[config.mk]
export PLATFORM = sky130hd
export DESIGN_NAME = uart_receiver_sv
export DESIGN_NICKNAME = d
export VERILOG_FILES = /design/src/rtl/uart_receiver_sv.sv
export SDC_FILE = /design/constraint.sdc
export NUM_CORES = 1
export LEC_CHECK = 0
export BUFFER_PORTS_ARGS = -buffer_cell sky130_fd_sc_hd__buf_2
export CAP_MARGIN = 20
export CORE_MARGIN = 8
export CORE_UTILIZATION = 45
export CTS_BUF_LIST = sky130_fd_sc_hd__clkbuf_4
export CTS_CLUSTER_DIAMETER = 100
export DETAILED_ROUTE_END_ITERATION = 8
export SYNTH_ARGS = -nofsm -noshare
export SYNTH_HDL_FRONTEND = slang
export SYNTH_SLANG_ARGS = --single-unit
[constraint.sdc]
create_clock -name clk -period 5.85 [get_ports clk]
set_clock_uncertainty 0.2 [all_clocks]
set_input_delay 0.2925 -clock clk [delete_from_list [all_inputs] [get_ports clk]]
set_output_delay 0.2925 -clock clk [all_outputs]
set_load 0.005 [all_outputs]
[src/rtl/uart_receiver_sv.sv]
// rtl/uart_receiver_sv.sv - 8N1/8N2 UART receiver with valid/ack byte handshake
// Optional define UART_RX_MAJORITY_EN: 2-of-3 majority vote around each sample point.
module uart_receiver_sv #(
    parameter int SYNC_STAGES = 2
) (
    input  logic        clk,
    input  logic        resetn,
    input  logic [15:0] comp,
    input  logic [1:0]  stop_sel,
    input  logic        rec_en,
    input  logic        uart_rx,
    output logic [7:0]  rx_data,
    output logic        rx_valid,
    input  logic        rx_ack,
    output logic        rx_frame_err,
    output logic        rx_overrun
);

    typedef enum logic [2:0] {IDLE, START, DATA, STOP, WAIT_HIGH} state_t;

`ifdef UART_RX_MAJORITY_EN
    localparam logic [15:0] LAG = 16'd1;
`else
    localparam logic [15:0] LAG = 16'd0;
`endif

    logic [SYNC_STAGES-1:0] sync;
    logic                   rx_s;
    logic [15:0]            comp_l;
    logic [15:0]            cnt;
    logic [15:0]            target;
    logic                   stop2;
    logic [2:0]             bit_idx;
    logic                   stop_idx;
    logic [7:0]             shreg;
    logic                   hit;
    logic                   bit_val;
    state_t                 state;

    always_ff @(posedge clk or negedge resetn) begin
        if (!resetn) sync <= '1;
        else         sync <= {sync[SYNC_STAGES-2:0], uart_rx};
    end

    assign rx_s = sync[SYNC_STAGES-1];

`ifdef UART_RX_MAJORITY_EN
    // hist[1] and hist[0] hold rx_s at P-1 and P when cnt reaches P+1
    logic [1:0] hist;

    always_ff @(posedge clk or negedge resetn) begin
        if (!resetn) hist <= 2'b11;
        else         hist <= {hist[0], rx_s};
    end

    assign bit_val = (hist[1] & hist[0]) | (hist[1] & rx_s) | (hist[0] & rx_s);
`else
    assign bit_val = rx_s;
`endif

    always_comb begin
        target = (state == START) ? {1'b0, comp_l[15:1]} : comp_l - 16'd1;
        hit    = (cnt == target + LAG);
    end

    always_ff @(posedge clk or negedge resetn) begin
        if (!resetn) begin
            state        <= IDLE;
            cnt          <= '0;
            comp_l       <= '0;
            stop2        <= 1'b0;
            bit_idx      <= '0;
            stop_idx     <= 1'b0;
            shreg        <= '0;
            rx_data      <= '0;
            rx_valid     <= 1'b0;
            rx_frame_err <= 1'b0;
            rx_overrun   <= 1'b0;
        end else begin
            rx_frame_err <= 1'b0;
            rx_overrun   <= 1'b0;
            if (rx_ack && rx_valid) rx_valid <= 1'b0;

            if (!rec_en) begin
                state <= IDLE;
            end else begin
                case (state)
                    IDLE: begin
                        if (!rx_s && comp >= 16'd8) begin
                            comp_l <= comp;
                            stop2  <= stop_sel[1];
                            cnt    <= '0;
                            state  <= START;
                        end
                    end
                    START: begin
                        if (hit) begin
                            if (bit_val) begin
                                state <= IDLE;
                            end else begin
                                cnt     <= LAG;
                                bit_idx <= '0;
                                state   <= DATA;
                            end
                        end else begin
                            cnt <= cnt + 16'd1;
                        end
                    end
                    DATA: begin
                        if (hit) begin
                            shreg[bit_idx] <= bit_val;
                            cnt            <= LAG;
                            bit_idx        <= bit_idx + 3'd1;
                            if (bit_idx == 3'd7) begin
                                stop_idx <= 1'b0;
                                state    <= STOP;
                            end
                        end else begin
                            cnt <= cnt + 16'd1;
                        end
                    end
                    STOP: begin
                        if (hit) begin
                            if (!bit_val) begin
                                rx_frame_err <= 1'b1;
                                state        <= WAIT_HIGH;
                            end else if (stop2 && !stop_idx) begin
                                cnt      <= LAG;
                                stop_idx <= 1'b1;
                            end else begin
                                // returning at mid-stop leaves time to catch a back-to-back start edge
                                state <= IDLE;
                                if (!rx_valid || rx_ack) begin
                                    rx_data  <= shreg;
                                    rx_valid <= 1'b1;
                                end else begin
                                    rx_overrun <= 1'b1;
                                end
                            end
                        end else begin
                            cnt <= cnt + 16'd1;
                        end
                    end
                    WAIT_HIGH: begin
                        if (rx_s) state <= IDLE;
                    end
                    default: state <= IDLE;
                endcase
            end
        end
    end

endmodule

==> impl_metrics.toml <==
[status]
status = "finished clean"

[yosys]
synthSimpleGateAreaFrac_pct = 25.3
synth-xor-area-share_pct = 6.67
syn_inst = 432
synth_enable_flop_cells = 0
synth_compound_area_share_pct = 11.8
muxShareOfSynthArea_pct = 11.2
synthesis.area_um2 = 4070
async_flop_share_pct = 100
synth_top_family_by_area = "simple AND/OR/NAND/NOR gates"
synth_ff_type = "dfrtp_1"
synth_fa_ha_area_share_pct = 1.23
ys_ff_latch = 61
ys_seq_area_share_pct = 37.6
synth_area_per_cell_um2 = 9.42
synth_top_area_cell = "dfrtp_1"
synthTopCellsByCount = "dfrtp_1 (59), mux2_2 (36), nand2_1 (28), clkbuf_1 (24)"
yosysUniqueCellTypes = 67
synth_most_common_cell = "dfrtp_1"
syn-num-nets = 459
synth_top_area_share_pct = 36.3
synth_area_leaders = "dfrtp_1 (36%), mux2_2 (10%), xnor2_1 (4.7%)"
ys_warn_count = 0

[routing]
wl_mm = 9.92
routedWlPerCell_um = 17.2
drc = 0
via_count = 3379
drt_iter0_drc = 234
via_per_inst = 5.85
ant_nets = 0
first_pass_iters = 4

[setup_path]
cp.required_ns = 5.97
worstSetupPathType = "reg -> reg"
start_kind = "register"
worstPathArrival_ns = 4.08
critPathMaxFanout = 7
end_kind = "register"

[clocking]
cts_tree = "yes"
clkLatencyLatePin_ns = 0.42
clkTransAtPathRegs_ns = 0.11
htree_levels = 3
cts_max_path_buffers = 2
cts.sinks = 61
numCtsBuffers = 9
cts-root-buf = "clkbuf_4"

[global_routing]
grt_max_degree = 62
track_usage_pct = 16.5
grt_pass1_vias = 3350
gr-total-overflow = 0
antenna_found_initial = 0
grt_pass1_wl_mm = 17.0

[power_and_ir_drop]
p_switching_mw = 0.385
peakVddDrop_mv = 0.161
swShare_pct = 35.1
p_int_mw = 0.710
pwr-share-clk_pct = 27.9
power.leakage_nw = 1.91
p_seq_share_pct = 48.2
cellPowerDensity_nw_per_um2 = 239
p_comb_share_pct = 23.9

[floorplanning]
initial_utilization_pct = 46.5
fp.dieW_um = 111
io_pins = 34
die_h_um = 111
rows = 34
die_area_um2 = 12300
core-area_um2 = 8760

[sta]
hold_viol = 0
setup_viol = 0
finalMaxSlewViolations = 0
period_share_pct = 67.7
rsz0062_at_grt = "false"
slew_headroom_pct = 40.5
clock.fmax_mhz = 252
worst_pin_slew_ns = 0.884
tns_ns = 0
fin_crit_ns = 3.96

[layout]
multiInputGateArea_um2 = 2290
diodes = 0
final_nets = 492
drive_above_1_share_pct = 22.8
fillers = 796
area_delta_synth_final_pct = 12.3
final_util_pct = 52.2
seqCellArea_um2 = 1530

[placed_design]
io_buffers = 32
dpl.hpwl_mm = 7.11
gp_congestion = 0.951

[min_path]
min_path_type = "reg -> reg"

[flow_run]
maxCapViolations = 0
[worst max-delay path, cell delays in order (launching register included)]
cell      delay (ns)
dfrtp_1         0.47
inv_1           0.09
ha_1            0.21
or4b_1          0.54
or4_4           0.53
xnor2_1         0.15
nand2b_1        0.15
a22o_1          0.25
nor4_1          0.75
nand3_1         0.18
mux2_1          0.34
[flip-flops by register name, indices dropped and copies added (netlist names)]
register / cells
sync: 2
rx_frame_err: 1
comp_l: 16
stop_idx: 1
bit_idx: 3
rx_data: 8
cnt: 16
rx_valid: 1
shreg: 8
stop2: 1
rx_overrun: 1
state: 3
[power groups by stage]
stage / logic (mW) / clock network, mW / registers, mW
final: 0.262 / 0.305 / 0.528
after global routing: 0.291 / 0.335 / 0.536
after detailed placement: 0.251 / 0 / 0.535
after floorplan: 0.235 / 0 / 0.483
after global placement: 0.245 / 0 / 0.532
after CTS: 0.263 / 0.314 / 0.527
[final cells by class]
class,count,share of cell area [%]
inverters,21,1.72
clock inverters,7,1.61
multi-input cells,315,50.0
clock buffers,9,1.48
repair buffers,57,8.76
well taps,108,2.95
flip-flops and latches,61,33.4
[placed cells by master, fill, tap and decap left out, types with 17 or more instances in the layout]
| cell | synthesis | routed |
|---|---|---|
| buf_2 | 4 | 32 |
| dfrtp_1 | 59 | 59 |
| dlygate4sd3_1 | 0 | 21 |
| inv_1 | 21 | 21 |
| mux2_2 | 36 | 36 |
| nand2_1 | 28 | 28 |
| nand3_1 | 23 | 23 |
| nor2_1 | 23 | 23 |
| nor3_1 | 17 | 17 |
| xnor2_1 | 22 | 22 |
[path summary, 6_finish.rpt]
kind / from / endpoint / slack (ns) / cells past startpoint
worst max-delay path: comp_l[0]$_DFFE_PN0P_ / shreg[6]$_DFFE_PN0P_ / 1.89 / 10
worst min-delay path: sync[0]$_DFF_PN1_ / sync[1]$_DFF_PN1_ / 0.17 / 0
worst max register to register: comp_l[0]$_DFFE_PN0P_ / shreg[6]$_DFFE_PN0P_ / 1.89 / 10
worst min register to register: sync[0]$_DFF_PN1_ / sync[1]$_DFF_PN1_ / 0.17 / 0
max in group asynchronous: resetn / comp_l[3]$_DFFE_PN0P_ / 4.57 / 3
min in group asynchronous: resetn / cnt[11]$_DFFE_PN0P_ / 0.34 / 3
[stage by stage]
stage                     std cells  worst slack, ns  hold slack (ns)  power (mW)  instance area, um2
after floorplan                 432             2.44           -0.203       0.719                4070
after global placement          541             1.91            0.145       0.777                4220
after detailed placement        541             1.88            0.153       0.786                4220
after CTS                       578             1.87            0.170        1.10                4570
after global routing            578             1.65            0.174        1.16                4570
final                           578             1.89            0.166        1.10                4570
[timing repair]
item / CTS / global route
endpoints found under the hold margin: 81 / 0
hold buffers: 21 / 0
resized for setup: 0 / 0
buffers inserted: 0 / 0
[metal layers]
metal | share of wire, % | GRT usage, % | vias up
met4 | 2.2 | 6.58 | 0
li1 | - | - | 1644
met2 | 44 | 24.8 | 88
met3 | 5.0 | 3.84 | 19
met1 | 48 | 22.2 | 1628
met5 | 0 | 0 | -
[logic make-up (layout without fill, tap and decap cells)]
group | count (synthesis) | count (layout)
compound gates | 66 | 66
mux | 41 | 41
simple gates | 173 | 173
buf+inv | 56 | 94
xor+xnor | 31 | 31
fa+ha+maj | 4 | 4
flops | 61 | 61
(Power assumes the default switching activity.)
